$ cat config.mk
export PLATFORM = sky130hd
export DESIGN_NAME = uart_rx_frame_ctrl
export DESIGN_NICKNAME = d
export VERILOG_FILES = /design/src/rtl/uart_pkg.sv /design/src/rtl/uart_tick_timer.sv /design/src/rtl/uart_rx_frame_ctrl.sv
export SDC_FILE = /design/constraint.sdc
export NUM_CORES = 1
export LEC_CHECK = 0
export CAP_MARGIN = 20
export CORE_MARGIN = 4
export CORE_UTILIZATION = 50
export DETAILED_ROUTE_END_ITERATION = 10
export PLACE_DENSITY = 0.75
export SLEW_MARGIN = 15
export SYNTH_ARGS = -nofsm -noshare
export SYNTH_HDL_FRONTEND = slang
export SYNTH_SLANG_ARGS = --single-unit
$ cat constraint.sdc
create_clock -name clk -period 1.7 [get_ports clk]
set_input_delay 0.255 -clock clk [delete_from_list [all_inputs] [get_ports clk]]
set_output_delay 0.255 -clock clk [all_outputs]
set_load 0.05 [all_outputs]
$ cat src/rtl/uart_pkg.sv
// Shared UART frame-layer definitions: frame FSM states, error codes and default marker bytes.
package uart_pkg;

    typedef enum logic [2:0] {
        HUNT    = 3'd0,
        ADDR    = 3'd1,
        LEN     = 3'd2,
        PAYLOAD = 3'd3,
        CHK     = 3'd4
    } frame_state_t;

    localparam logic [1:0] ERR_NONE = 2'b00;
    localparam logic [1:0] ERR_LEN  = 2'b01;
    localparam logic [1:0] ERR_CHK  = 2'b10;
    localparam logic [1:0] ERR_TMO  = 2'b11;

    localparam logic [7:0] DEF_SYNC_BYTE = 8'hA5;
    localparam logic [7:0] BCAST_ADDR    = 8'hFF;

endpackage

$ cat src/rtl/uart_tick_timer.sv
// Tick-driven watchdog: counts tick while enabled, clear wins over tick, expired pulses on the
// tick that would reach LIMIT (combinational, same cycle as that tick); no backpressure.
module uart_tick_timer #(
    parameter int TW    = 16,
    parameter int LIMIT = 640
) (
    input  logic clk,
    input  logic reset,
    input  logic enable,
    input  logic clear,
    input  logic tick,
    output logic expired
);

    localparam logic [TW-1:0] TERM = TW'(LIMIT - 1);

    logic [TW-1:0] count;

    always_ff @(posedge clk or posedge reset) begin
        if (reset) begin
            count <= '0;
        end else if (!enable || clear) begin
            count <= '0;
        end else if (tick) begin
            count <= count + 1'b1;
        end
    end

    assign expired = enable && !clear && tick && (count == TERM);

endmodule

$ cat src/rtl/uart_rx_frame_ctrl.sv
// Frame parser SYNC|ADDR|LEN|PAYLOAD|CHK over the UART byte strobe; every strobe is registered,
// one cycle after the causing byte or timeout tick; no backpressure, consumer takes every byte.
module uart_rx_frame_ctrl import uart_pkg::*; #(
    parameter logic [7:0] SYNC_BYTE     = DEF_SYNC_BYTE,
    parameter logic [7:0] MY_ADDR       = 8'h01,
    parameter int         MAX_LEN       = 16,
    parameter int         TIMEOUT_TICKS = 640,
    parameter int         TW            = 16
) (
    input  logic       clk,
    input  logic       reset,
    input  logic       s_tick,
    input  logic       rx_done_tick,
    input  logic [7:0] rx_data,
    output logic       out_valid,
    output logic [7:0] out_data,
    output logic       out_first,
    output logic       out_last,
    output logic [7:0] out_addr,
    output logic       frame_ok,
    output logic       frame_err,
    output logic [1:0] err_code,
    output logic       busy
);

    localparam logic [7:0] MAX_LEN_B = 8'(MAX_LEN);

    frame_state_t state, state_next;
    logic [7:0]   chk;
    logic [7:0]   cnt;
    logic         match;
    logic         first_pend;
    logic         tmo_expired;

    uart_tick_timer #(
        .TW    (TW),
        .LIMIT (TIMEOUT_TICKS)
    ) u_tmo (
        .clk     (clk),
        .reset   (reset),
        .enable  (state != HUNT),
        .clear   (rx_done_tick),
        .tick    (s_tick),
        .expired (tmo_expired)
    );

    always_ff @(posedge clk or posedge reset) begin
        if (reset) begin
            state <= HUNT;
        end else begin
            state <= state_next;
        end
    end

    // tmo_expired is already masked by rx_done_tick, so a byte always wins the tie
    always_comb begin
        state_next = state;
        if (tmo_expired) begin
            state_next = HUNT;
        end else if (rx_done_tick) begin
            case (state)
                HUNT:    if (rx_data == SYNC_BYTE) state_next = ADDR;
                ADDR:    state_next = LEN;
                LEN: begin
                    if (rx_data > MAX_LEN_B)    state_next = HUNT;
                    else if (rx_data == 8'd0)   state_next = CHK;
                    else                        state_next = PAYLOAD;
                end
                PAYLOAD: if (cnt == 8'd1) state_next = CHK;
                CHK:     state_next = HUNT;
                default: state_next = HUNT;
            endcase
        end
    end

    always_ff @(posedge clk or posedge reset) begin
        if (reset) begin
            chk        <= 8'd0;
            cnt        <= 8'd0;
            match      <= 1'b0;
            first_pend <= 1'b0;
            out_valid  <= 1'b0;
            out_data   <= 8'd0;
            out_first  <= 1'b0;
            out_last   <= 1'b0;
            out_addr   <= 8'd0;
            frame_ok   <= 1'b0;
            frame_err  <= 1'b0;
            err_code   <= ERR_NONE;
        end else begin
            out_valid <= 1'b0;
            out_first <= 1'b0;
            out_last  <= 1'b0;
            frame_ok  <= 1'b0;
            frame_err <= 1'b0;
            if (tmo_expired) begin
                if (match) begin
                    frame_err <= 1'b1;
                    err_code  <= ERR_TMO;
                end
            end else if (rx_done_tick) begin
                case (state)
                    HUNT: begin
                        if (rx_data == SYNC_BYTE) chk <= 8'd0;
                    end
                    ADDR: begin
                        out_addr <= rx_data;
                        chk      <= rx_data;
                        match    <= (rx_data == MY_ADDR) || (rx_data == BCAST_ADDR);
                    end
                    LEN: begin
                        chk        <= chk ^ rx_data;
                        cnt        <= rx_data;
                        first_pend <= 1'b1;
                        if (rx_data > MAX_LEN_B && match) begin
                            frame_err <= 1'b1;
                            err_code  <= ERR_LEN;
                        end
                    end
                    PAYLOAD: begin
                        chk        <= chk ^ rx_data;
                        cnt        <= cnt - 8'd1;
                        first_pend <= 1'b0;
                        if (match) begin
                            out_valid <= 1'b1;
                            out_data  <= rx_data;
                            out_first <= first_pend;
                            out_last  <= (cnt == 8'd1);
                        end
                    end
                    CHK: begin
                        if (match) begin
                            if (rx_data == chk) begin
                                frame_ok <= 1'b1;
                            end else begin
                                frame_err <= 1'b1;
                                err_code  <= ERR_CHK;
                            end
                        end
                    end
                    default: ;
                endcase
            end
        end
    end

    assign busy = (state != HUNT);

endmodule

==> out/metrics.yaml <==
synth:
  yosysSeqAreaShare_pct: 48.7
  ys_seq_elements: 60
  ys_types: 46
  synth_compound_area_share_pct: 11.9
  synth_simple_gate_area_share_pct: 20.6
  synth_fa_ha_area_share_pct: 1.22
  yosysMostFrequentCell: "dfrtp_1"
  ys.flop_type: "dfrtp_1"
  yosysTopAreaCell: "dfrtp_1"
  synth_mux_area_share_pct: 7.79
  yosysTopAreaCellShare_pct: 48.7
  synth_top_family_by_area: "simple AND/OR/NAND/NOR gates"
  yosys-top-cells-count: "dfrtp_1 (60), nor2_1 (36), nand2_1 (28)"
  synth_area_leaders: "dfrtp_1 (49%), mux2_2 (5.8%), nor2_1 (4.4%), o21ai_0 (3.9%), nand2_1 (3.4%)"
  synth_edf_count: 0
  async_flop_share_pct: 100
  syn_area_per_cell_sq_um: 9.67
  ys.warnings.count: 0
  syn_area_sq_um: 3090
  netlist_instances: 319
  syn_nets: 334
  synth_xor_area_share_pct: 5.11
sta:
  maxSlewHeadroom_pct: 68.4
  fin_crit_sh_pct: 99.9
  tightest_slew_ns: 0.462
  fin_ws_ns: 0.00242
  hold_viol_final: 0
  finalSetupViolCount: 0
  fin_tns_setup_ns: 0
  fin_crit_ns: 1.70
  fmax_mhz: 589
  slew_violations: 0
  fin_skew_ns: 0.0163
  rsz0062_at_grt: "yes"
detailed_routing:
  drtAntennaViolNets: 0
  wire_per_inst_microns: 16.6
  wl_microns: 8050
  avgViaCountPerCell: 5.65
  num_vias: 2746
  drc_errors: 0
  drt-initial-drc-count: 308
  dr.pass1.iters: 5
floorplan:
  fp-row-count: 28
  io_pins: 36
  die_area_sq_um: 7490
  initial_core_util_pct: 51.8
  die_x_microns: 86.6
  core_sq_um: 5960
  fp.dieH_microns: 86.6
setup_path:
  worst-path-buf-inv: 3
  cp_data_required_time_ns: 1.99
  critPathSlowestCell: "clkdlybuf4s50_1"
  cpPeakStageDelay_ns: 0.51
  cp.arrival_ns: 1.98
  endpoint_kind: "register"
  startpoint_type: "input pin"
  path_class: "in -> reg"
  crit_path_max_fanout: 6
  path_cells: "clkdlybuf4s50_1, buf_4, inv_1, a2111oi_0, nand4_1, nand2b_1, a21boi_1"
  critPathTopFamily: "buffers and inverters"
final_layout:
  finalNonFillerCells: 486
  syn_to_final_growth_pct: 36.6
  drive_gt1_share_pct: 34.1
  antenna_cells: 0
  nets: 421
global_route:
  antenna_found_initial: 0
  grt_usage_pct: 22.6
  grt_util_met2_pct: 36.9
  grt_max_degree: 61
  grtUsageMet3_pct: 4.18
  grt.overflow.total: 0
  busiest_layer: "met2"
  grt.met1_usage_pct: 30.2
  grt_first_pass_wirelength_microns: 13100
  grt_pass1_vias: 2730
cts:
  path_clk_slew_ns: 0.08
  clk_latency_ns: 0.35
  cts_buffers: 9
  clockBufferDepth: 2
  cts-root-buf: "clkbuf_8"
  h-tree-depth: 3
  cts_sinks: 60
  cts_tree: "yes"
pwr:
  vdd_drop_max_uv: 967
  leakagePower_uw: 0.00194
  p_per_area_nw_per_um2: 1280
place:
  place_inst: 467
  place_ws_ns: -0.393
  io_buffers: 35
  dpl.hpwl_microns: 5450
  gp_congestion: 0.931
status:
  status: "completed"
min_path:
  min_path_type: "in -> async"
job:
  cap_viol_max_count: 0
[worst reg2reg max path: stages (launching register included)]
cell	delay, ns
dfrtp_1	0.38
or4_4	0.55
nor4_4	0.21
and3_4	0.25
nand2_4	0.06
a31oi_1	0.14
[final timing paths]
check	startpoint	end	slack, ns	depth (start not counted)
max in group asynchronous	reset	state[2]	1.09	3
worst max-delay path	rx_data[4]	err_code[0]	0.002	7
worst min register to register	first_pend	first_pend	0.47	2
worst min-delay path	reset	state[0]	0.32	3
worst max register to register	u_tmo.count[11]	err_code[1]	0.04	5
min in group clk	rx_data[0]	out_data[0]	0.42	3
[flip-flops by register name (all words and copies together), names as in the netlist, 2 cells and up]
register / flops
chk: 8
cnt: 8
err_code: 2
out_addr: 8
out_data: 8
state: 3
u_tmo.count: 16
[layer usage]
layer / part of all wire, % / vias to the layer above
met5: 0 / -
met4: 2.0 / 0
met3: 7.1 / 23
met2: 49 / 123
met1: 42 / 1315
li1: - / 1285
[area by class of cell]
cell class / count / area [sq um]
well taps: 75 / 93.8
clock inverters: 6 / 111
clock buffers: 10 / 138
inverters: 14 / 58.8
fillers: 431 / 1740
flip-flops and latches: 60 / 1510
multi-input cells: 227 / 1540
repair buffers: 94 / 767
[kinds of logic (layout without fill, tap and decap cells)]
logic type	Yosys count	count (layout)
simple gates	124	124
compound gates	60	60
flops	60	60
xor+xnor	18	18
buf+inv	32	124
mux	22	22
fa+ha+maj	3	3
[layout by cell type, fill, tap and decap left out, types with 3 or more instances in the layout]
master	synthesis	routed
mux2i_1	6	6
o21ai_0	24	24
xnor2_1	6	6
clkdlybuf4s50_1	0	9
nor3_1	10	8
a21oi_1	11	10
a22oi_1	7	7
bufinv_16	0	3
nor2_1	36	36
inv_1	12	10
o21ai_1	3	3
dfrtp_2	0	3
nand4_1	7	7
a31oi_1	6	6
dfrtp_1	60	57
ha_1	3	3
buf_4	4	79
nor2b_1	11	11
and3_1	3	3
xor2_1	12	12
nor3_4	1	4
nand2_1	28	28
mux2_2	16	16
nand3_1	9	9
clkbuf_8	0	10
[through the flow]
step | power [uW] | hold WS (ns) | utilization, % | area, sq um
3_3_place_gp | 3660 | 0.454 | 64.3 | 3830
4_1_cts | 5330 | 0.343 | 69.1 | 4110
3_5_place_dp | 3700 | 0.463 | 64.3 | 3830
2_1_floorplan | 3100 | 0.361 | - | 3090
6_report | 5390 | 0.325 | 70.8 | 4210
5_1_grt | 5640 | 0.368 | 70.8 | 4210
[power breakdown]
part | total (uW) | internal [uW] | switching (uW)
registers | 2090 | 1790 | 302
clock network | 1610 | 1010 | 601
logic | 1680 | 660 | 1020
total | 5390 | 3460 | 1930
[what timing repair did]
item | in CTS | in global routing
buffers inserted | 0 | 3
resized for setup | 7 | 18
hold buffers | 0 | 0
pin swaps | 2 | 7
hold endpoints to repair | 0 | 0
endpoints found under the setup margin | 13 | 25
Power figures use the tool's default switching activity.
